$ cat config.mk
export PLATFORM = sky130hd
export DESIGN_NAME = sid_reg_if_flat
export DESIGN_NICKNAME = d
export VERILOG_FILES = /design/src/rtl/sid_reg_if_if.sv /design/src/rtl/sid_reg_if.sv /design/src/flat_wrapper.sv
export SDC_FILE = /design/constraint.sdc
export NUM_CORES = 1
export LEC_CHECK = 0
export ABC_CLOCK_PERIOD_IN_PS = 3800
export CAP_MARGIN = 20
export CORE_ASPECT_RATIO = 1.75
export CORE_MARGIN = 3
export CORE_UTILIZATION = 50
export CTS_BUF_LIST = sky130_fd_sc_hd__clkbuf_8
export DETAILED_ROUTE_END_ITERATION = 16
export PLACE_DENSITY = 0.92
export SETUP_SLACK_MARGIN = 0.5
export SYNTH_ARGS = -nofsm -noshare
export SYNTH_HDL_FRONTEND = slang
export SYNTH_SLANG_ARGS = --single-unit
export TNS_END_PERCENT = 5
$ cat constraint.sdc
create_clock -name clk -period 3.8 [get_ports clk]
set_clock_uncertainty 0.2 [all_clocks]
set_input_delay 0.95 -clock clk [delete_from_list [all_inputs] [get_ports clk]]
set_output_delay 0.95 -clock clk [all_outputs]
set_load 0.02 [all_outputs]
$ cat src/rtl/sid_reg_if_if.sv
// Host write bus for the SID register file: raw strobe/fields in, accepted-write event out.
interface sid_reg_if_if;
  logic       wr_strobe_i;
  logic [2:0] addr_i;
  logic [1:0] voice_i;
  logic [7:0] data_i;
  logic       wr_pulse_o;
  logic [1:0] wr_voice_o;
  logic [2:0] wr_addr_o;
  logic [7:0] wr_data_o;

  modport master (
    output wr_strobe_i, addr_i, voice_i, data_i,
    input  wr_pulse_o, wr_voice_o, wr_addr_o, wr_data_o
  );

  modport slave (
    input  wr_strobe_i, addr_i, voice_i, data_i,
    output wr_pulse_o, wr_voice_o, wr_addr_o, wr_data_o
  );
endinterface

$ cat src/rtl/sid_reg_if.sv
// SID register file fed by an asynchronous host strobe: synchronise, edge-detect,
// write the addressed byte and flag gate-bit transitions on voice control registers.
module sid_reg_if #(
  parameter int unsigned SYNC_STAGES = 2
) (
  input  logic           clk,
  input  logic           rst,
  sid_reg_if_if.slave    bus,
  output logic [255:0]   regs_o,
  output logic [2:0]     gate_on_o,
  output logic [2:0]     gate_off_o
);

  logic [SYNC_STAGES-1:0] sync_q;
  logic [SYNC_STAGES-1:0] fill_q;
  logic                   strobe_s;
  logic                   prev_q;
  logic                   armed_q;
  logic                   rise_q;
  logic                   pend_q;
  logic                   pulse_q;
  logic [1:0]             voice_q;
  logic [2:0]             addr_q;
  logic [7:0]             data_q;
  logic [255:0]           regs_q;
  logic [2:0]             gate_on_q;
  logic [2:0]             gate_off_q;

  logic                   writable;
  logic                   ctrl_write;
  logic                   old_gate;
  logic [2:0]             voice_mask;

  assign strobe_s = sync_q[SYNC_STAGES-1];

  always_comb begin
    writable   = 1'b0;
    ctrl_write = 1'b0;
    old_gate   = 1'b0;
    voice_mask = '0;
    if (voice_q == 2'd3) begin
      writable = (addr_q <= 3'd3);
    end else begin
      writable   = (addr_q != 3'd7);
      ctrl_write = pend_q && (addr_q == 3'd6);
      voice_mask = 3'b001 << voice_q;
    end
    old_gate = regs_q[{voice_q, addr_q, 3'b000}];
  end

  always_ff @(posedge clk) begin
    if (rst) begin
      sync_q     <= '0;
      fill_q     <= '0;
      prev_q     <= 1'b0;
      armed_q    <= 1'b0;
      rise_q     <= 1'b0;
      pend_q     <= 1'b0;
      pulse_q    <= 1'b0;
      voice_q    <= '0;
      addr_q     <= '0;
      data_q     <= '0;
      regs_q     <= '0;
      gate_on_q  <= '0;
      gate_off_q <= '0;
    end else begin
      sync_q  <= {sync_q[SYNC_STAGES-2:0], bus.wr_strobe_i};
      // fill_q marks when the chain holds only post-reset samples, so the
      // cleared flops are never mistaken for a genuine low strobe.
      fill_q  <= {fill_q[SYNC_STAGES-2:0], 1'b1};
      prev_q  <= strobe_s;
      armed_q <= armed_q | (fill_q[SYNC_STAGES-1] & ~strobe_s);
      rise_q  <= strobe_s & ~prev_q & armed_q & fill_q[SYNC_STAGES-1];
      pend_q  <= rise_q;
      pulse_q <= pend_q;
      if (rise_q) begin
        voice_q <= bus.voice_i;
        addr_q  <= bus.addr_i;
        data_q  <= bus.data_i;
      end
      if (pend_q && writable) begin
        regs_q[{voice_q, addr_q, 3'b000} +: 8] <= data_q;
      end
      gate_on_q  <= '0;
      gate_off_q <= '0;
      if (ctrl_write && (data_q[0] != old_gate)) begin
        if (data_q[0]) gate_on_q  <= voice_mask;
        else           gate_off_q <= voice_mask;
      end
    end
  end

  assign regs_o         = regs_q;
  assign gate_on_o      = gate_on_q;
  assign gate_off_o     = gate_off_q;
  assign bus.wr_pulse_o = pulse_q;
  assign bus.wr_voice_o = voice_q;
  assign bus.wr_addr_o  = addr_q;
  assign bus.wr_data_o  = data_q;

endmodule

$ cat src/flat_wrapper.sv
// flat-port wrapper written by rule: the top's interface ports become plain ports
module sid_reg_if_flat 
#(
  parameter int unsigned SYNC_STAGES = 2
)
  (clk, rst, regs_o, gate_on_o, gate_off_o, bus_wr_strobe_i, bus_addr_i, bus_voice_i, bus_data_i, bus_wr_pulse_o, bus_wr_voice_o, bus_wr_addr_o, bus_wr_data_o);
  sid_reg_if_if bus_i ();
  input  logic clk;
  input  logic rst;
  output logic [255:0] regs_o;
  output logic [2:0] gate_on_o;
  output logic [2:0] gate_off_o;
  input wire logic [$bits(bus_i.wr_strobe_i)-1:0] bus_wr_strobe_i;
  input wire logic [$bits(bus_i.addr_i)-1:0] bus_addr_i;
  input wire logic [$bits(bus_i.voice_i)-1:0] bus_voice_i;
  input wire logic [$bits(bus_i.data_i)-1:0] bus_data_i;
  output wire logic [$bits(bus_i.wr_pulse_o)-1:0] bus_wr_pulse_o;
  output wire logic [$bits(bus_i.wr_voice_o)-1:0] bus_wr_voice_o;
  output wire logic [$bits(bus_i.wr_addr_o)-1:0] bus_wr_addr_o;
  output wire logic [$bits(bus_i.wr_data_o)-1:0] bus_wr_data_o;
  assign bus_i.wr_strobe_i = bus_wr_strobe_i;
  assign bus_i.addr_i = bus_addr_i;
  assign bus_i.voice_i = bus_voice_i;
  assign bus_i.data_i = bus_data_i;
  assign bus_wr_pulse_o = bus_i.wr_pulse_o;
  assign bus_wr_voice_o = bus_i.wr_voice_o;
  assign bus_wr_addr_o = bus_i.wr_addr_o;
  assign bus_wr_data_o = bus_i.wr_data_o;
  sid_reg_if #(.SYNC_STAGES(SYNC_STAGES)) u_core (.clk(clk), .rst(rst), .bus(bus_i), .regs_o(regs_o), .gate_on_o(gate_on_o), .gate_off_o(gate_off_o));
endmodule
# ---- Word level (Yosys, flattened, before mapping)
# Cells that the tools add are included.
dict set report word_totals {
  input_bits 16
  regBits 284
  out_inout_bits 276
  word_cells 45
}
dict set report classes {
  order_cmp 2
  bitwise 9
  n_mux 7
  n_reduce_logical 5
  n_eq_ne 4
  shifts 3
  n_addsub 1
}
# cell count
set op_table {}
lappend op_table {{bitwise mux 256 bit} 1}
lappend op_table {{variable shift 8 x 10 -> 256 bit (first input constant)} 1}
lappend op_table {{indexed part select 8 x 10 -> 256 bit} 1}
lappend op_table {{negator 8 -> 10 bit} 1}
lappend op_table {{less-than comparator 8 x 9 -> 1 bit (second input constant)} 1}
lappend op_table {{OR reduction 3 bit} 2}
lappend op_table {{binary-select mux 1 bit (select 5 bit)} 1}
lappend op_table {{bitwise AND 1 bit} 4}
lappend op_table {{2-to-1 mux 1 bit} 4}
lappend op_table {{inverter 1 bit} 4}
lappend op_table {{equality test 3 bit (second input constant)} 1}
lappend op_table {{<= comparator 3 x 2 -> 1 bit (second input constant)} 1}
lappend op_table {{logical AND 1 bit} 3}
lappend op_table {{2-to-1 mux 3 bit} 1}
lappend op_table {{!= test 3 bit (second input constant)} 1}
lappend op_table {{left shift 1 x 2 -> 3 bit (first input constant)} 1}
lappend op_table {{equality test 2 bit (second input constant)} 1}
lappend op_table {{!= test 1 bit} 1}
lappend op_table {{bitwise OR 1 bit} 1}

# ---- Longest topological paths before layout
dict set report logic_depth {
  word_depth 6
  depth_mapped 11
  mapped_depth_nobuf 7
}

# ---- Worst setup path after synthesis
# Ideal clock, no wire load.
dict set report synth_timing {
  path_kind {reg2reg}
  from {register u_core.addr_q[1], in the netlist u_core.bus.wr_addr_o[1]}
  to {register u_core.regs_q[100], in the netlist u_core.regs_o[100]}
  setup_slack_ps 375
  n_path_buf 2
  setup_time_ps 128
  t_arrival_ps 3098
  required_time_ps 3472
  period_less_slack_ps 3425
  path_stages_with_launch 10
  cell_sequence {dfxtp_1 -> clkbuf_1 -> clkbuf_1 -> inv_1 -> ha_1 -> nor3b_1 -> o21ai_1 -> a2111oi_4 -> mux2i_1 -> nor2_1}
}
dict set report synth_via {
  elab_chain_cells 3
  word_cells_on_any_way 8
  cone_classes {add/sub: 1; order compare: 1; eq/ne: 1; shift: 2; mux: 2; reduce/logical: 1}
}
# item line
set synth_lines {}
lappend synth_lines {{start: declaration} sid_reg_if.sv:23} ;# logic [2:0] addr_q;
lappend synth_lines {{start signal: assignment} sid_reg_if.sv:78} ;# addr_q <= bus.addr_i;
lappend synth_lines {{negator 8 -> 10 bit, or another cell as far along} sid_reg_if.sv:82} ;# regs_q[{voice_q, addr_q, 3'b000} +: 8] <= data_q;
lappend synth_lines {{indexed part select 8 x 10 -> 256 bit, or another cell as far along} sid_reg_if.sv:82}
lappend synth_lines {{bitwise mux 256 bit / logical AND 1 bit (equally long branches)} {sid_reg_if.sv:82, sid_reg_if.sv:81}}
lappend synth_lines {{end signal: indexed assignment} sid_reg_if.sv:82}
lappend synth_lines {{end: declaration} sid_reg_if.sv:25} ;# logic [255:0] regs_q;
# Parallel ways exist; a longest one is shown, timed or not.
# A chain may end at the register's enable or synchronous reset.

# ---- Worst setup path in the final report
dict set report layout_timing {
  from {register u_core.addr_q[0], in the netlist u_core.bus.wr_addr_o[0]}
  to {register u_core.regs_q[167], in the netlist u_core.regs_o[167]}
}
# Same word-level chain as after synthesis.

==> summary.md <==
| Metric | Value |
|---|---|
| Delay-heaviest family, CP | `simple AND/OR/NAND/NOR gates` |
| Async S/R FF share, synth | `0%` |
| FF+latch count, synth | `284` |
| Post-synth EDFFs | `0` |
| Placeable Area | `21700 um^2` |
| Area growth from synthesis to layout | `36.3%` |
| Crit path top cell by count | `nor2_1` |
| Drt pass-1 iters | `5` |
| Synth area leaders | `dfxtp_1 51%, mux2i_1 23%, nand2_1 8.9%` |
| Grt total ovfl | `0` |
| Final instance area | `15200 um^2` |
| Total power | `5.54 mW` |
| Placer Congestion | `0.920` |
| Via/cell ratio | `5.54` |
| RSZ-0062 raised after global routing | `true` |
| Met3 Use GR | `7.16%` |
| Ys Warns | `0` |
| Worst VDD drop | `0.356 mV` |
| Crit Path Max Fanout | `8` |
| Yosys top cell area share | `51.0%` |
| Largest net degree at the start of global routing | `92` |
| Post-Route WL | `35.6 mm` |
| Clock slew at reported path FFs | `70 ps` |
| Type of origin of the critical path | `register` |
| Htree depth | `2` |
| I/O pins | `292` |
| Most used routing layer | `met2` |
| CP arrival | `3380 ps` |
| Worst-margin pin slew | `1030 ps` |
| Worst path slowest cell | `nor2_1` |
| Finished Layout Cells | `1741` |
| Mapped Avg Cell Area | `9.83 um^2` |
| Clock Tree Buf Depth | `3` |
| First-pass GRT wire length | `55.3 mm` |
| Syn_nets | `1154` |
| Worst Path Required | `4000 ps` |
| Dpl cells | `1670` |
| Synth Instances | `1133` |
| Setup TNS | `0 ps` |
| Hold WS | `201 ps` |
| Total CTS buffers | `40` |
| Hold Violations, Final | `0` |
| Routed length per instance | `20.4 um` |
| Port Buffers | `291` |
| GR Util All Layers | `28.6%` |
| Critical path endpoint category | `register` |
| Placed instance area | `14300 um^2` |
| Most used DFF post-synth | `dfxtp_1` |
| NumNets Final | `1441` |
| Pwr dens | `365 nW/um^2` |
| Synth area leader | `dfxtp_1` |
| Post-CTS setup buffer count | `0` |
| Worst-skew pair later-pin latency | `530 ps` |
| Iter 0 DRT Violations | `807` |
| Full die area | `24200 um^2` |
| Initial core utilization | `51.4%` |
| Vias | `9643` |
| Leakage power | `5.47 nW` |
| DRC | `0` |
| Multi-input logic area | `5180 um^2` |
| Initial antenna violation count | `0` |
| Critical path cell sequence | `inv_1 > ha_1 > nor3b_1 > o2111ai_1 > nor2_1 > mux2i_1 > nor2_1` |
| Max frequency | `0.315 GHz` |
| Period utilisation layout | `83.6%` |
| Final WS setup | `623 ps` |
| Vias in the first global route | `10100` |
| Layout cells sized above 1 | `8.90%` |
| N_diodes | `0` |
| # rows | `71` |
| Post-layout util | `70.1%` |
| Die Ht | `203 um` |
| Crit-path max cell delay | `840 ps` |
| Grt met2 use | `50.5%` |
| Critical path type | `reg -> reg` |
| Worst rel slew slack | `30.8%` |
| FF+latch area | `5690 um^2` |
| Setup-failing EPs final | `0` |
| Max Cap Viol | `0` |
| Unique masters post-synth | `48` |
| Post-DP HPWL | `25.5 mm` |
| Pre-CTS WS | `543 ps` |
| Status | `finished, final reports clean` |
| Clk sink count | `284` |
| Die X | `119 um` |
| CTS tree | `done` |
| Routed Antenna Nets | `0` |
| CP bufs+invs | `1` |
| # fillers | `1550` |
| Minimum clock period | `3180 ps` |
| Final Slew Violations | `0` |
| Seq/Total Area, Yosys | `51.0%` |
| Type of the worst min-delay path | `reg -> reg` |
| Clk root buf | `clkbuf_8` |
| Post-Syn Area | `11100 um^2` |
| Met1 Track Usage GR | `30.5%` |
-- power by group --
part | switching (mW) | internal (mW)
combinational | 0.0566 | 0.0220
clock | 1.14 | 1.34
sequential | 0.00161 | 2.98
-- flip-flops by register name, indices dropped and copies added (netlist names) --
| name | count |
|---|---|
| u_core.bus.wr_data_o | 8 |
| u_core.gate_on_o | 3 |
| u_core.bus.wr_addr_o | 3 |
| u_core.pend_q | 1 |
| u_core.regs_o | 256 |
| u_core.sync_q | 2 |
| u_core.bus.wr_voice_o | 2 |
| u_core.fill_q | 2 |
| u_core.rise_q | 1 |
| u_core.bus.wr_pulse_o | 1 |
| u_core.gate_off_o | 3 |
| u_core.armed_q | 1 |
| u_core.prev_q | 1 |
-- placed cells by master, fill, tap and decap left out, types with 3 or more instances in the layout --
master             n
nor3_1             5
nand2_1          263
o21ai_0            9
clkdlybuf4s50_1  290
o21ai_1            6
clkbuf_8          54
nand3b_1           3
nor2b_1           16
a2111oi_0          4
and2_1             9
mux2_2             7
nor4_1             8
mux2i_1          252
o22ai_1            3
clkinvlp_4         3
nor4_2             3
nand3_1           22
nand2b_1          14
a21oi_2            5
inv_1             14
nand3_2            8
ha_1               5
nor2_2             9
buf_4             20
clkinv_2           4
nor3b_1            3
a211oi_1           5
dfxtp_1          282
a21oi_1           11
nor2_1            80
-- final timing paths --
path | start | end | slack, ps | cells past startpoint
setup / recovery | u_core.bus.wr_addr_o[0] | u_core.regs_o[167] | 620 | 7
hold / removal | u_core.prev_q | u_core.rise_q | 200 | 1
setup reg to reg | u_core.bus.wr_addr_o[0] | u_core.regs_o[167] | 620 | 7
hold reg to reg | u_core.prev_q | u_core.rise_q | 200 | 1
-- cell usage after synthesis, types with 2 or more instances --
library cell,instances
nand3_2,8
nor2b_1,16
nand4_1,2
and2_1,9
a2111oi_0,4
buf_2,6
nor4_1,8
clkbuf_1,57
dfxtp_1,284
and3_1,2
nor4b_1,2
nand3_1,22
nor4_4,2
nand3b_1,3
nor3b_1,3
a21oi_2,5
ha_1,5
mux2_2,7
inv_1,6
buf_1,3
nor3_1,5
nor4_2,3
mux2i_1,252
a21oi_1,11
o21ai_1,6
o21ai_0,9
nand2b_1,14
o22ai_1,3
or2_1,2
a2111oi_2,2
nor2_1,80
nand2_1,263
nor2_2,9
a211oi_1,5
a2111oi_4,2
-- layout make-up --
| type | instances | area share [%] |
|---|---|---|
| clock buffer | 54 | 4.89 |
| clock inverter | 17 | 0.700 |
| timing repair buffer | 312 | 20.3 |
| inverter | 6 | 0.181 |
| tap | 292 | 2.41 |
| multi-input combinational | 776 | 34.1 |
| sequential | 284 | 37.5 |
-- logic make-up (layout without fill, tap and decap cells) --
| group | after synthesis | count (layout) | share of synthesized area [%] |
|---|---|---|---|
| AND/OR/NAND/NOR | 456 | 456 | 18.5 |
| flip-flops | 284 | 284 | 51.0 |
| multiplexers | 259 | 259 | 23.3 |
| buffers and inverters | 73 | 389 | 2.59 |
| AO/OA/AOI/OAI | 52 | 52 | 3.54 |
| adder cells (fa/ha/maj) | 5 | 5 | 0.561 |
| XOR/XNOR | 4 | 4 | 0.449 |
-- timing repair --
action | CTS | global route
endpoints found under the hold margin | 0 | 0
gates cloned | 0 | 0
gates resized for setup | 1 | 1
hold buffers | 0 | 0
setup endpoints to repair | 4 | 6
-- per-layer routing --
metal / wire, um / share of wire [%]
met1: 12700 / 36
met4: 2310 / 6.5
met2: 18000 / 51
met5: 0 / 0
met3: 2570 / 7.2
(Power assumes the default switching activity.)
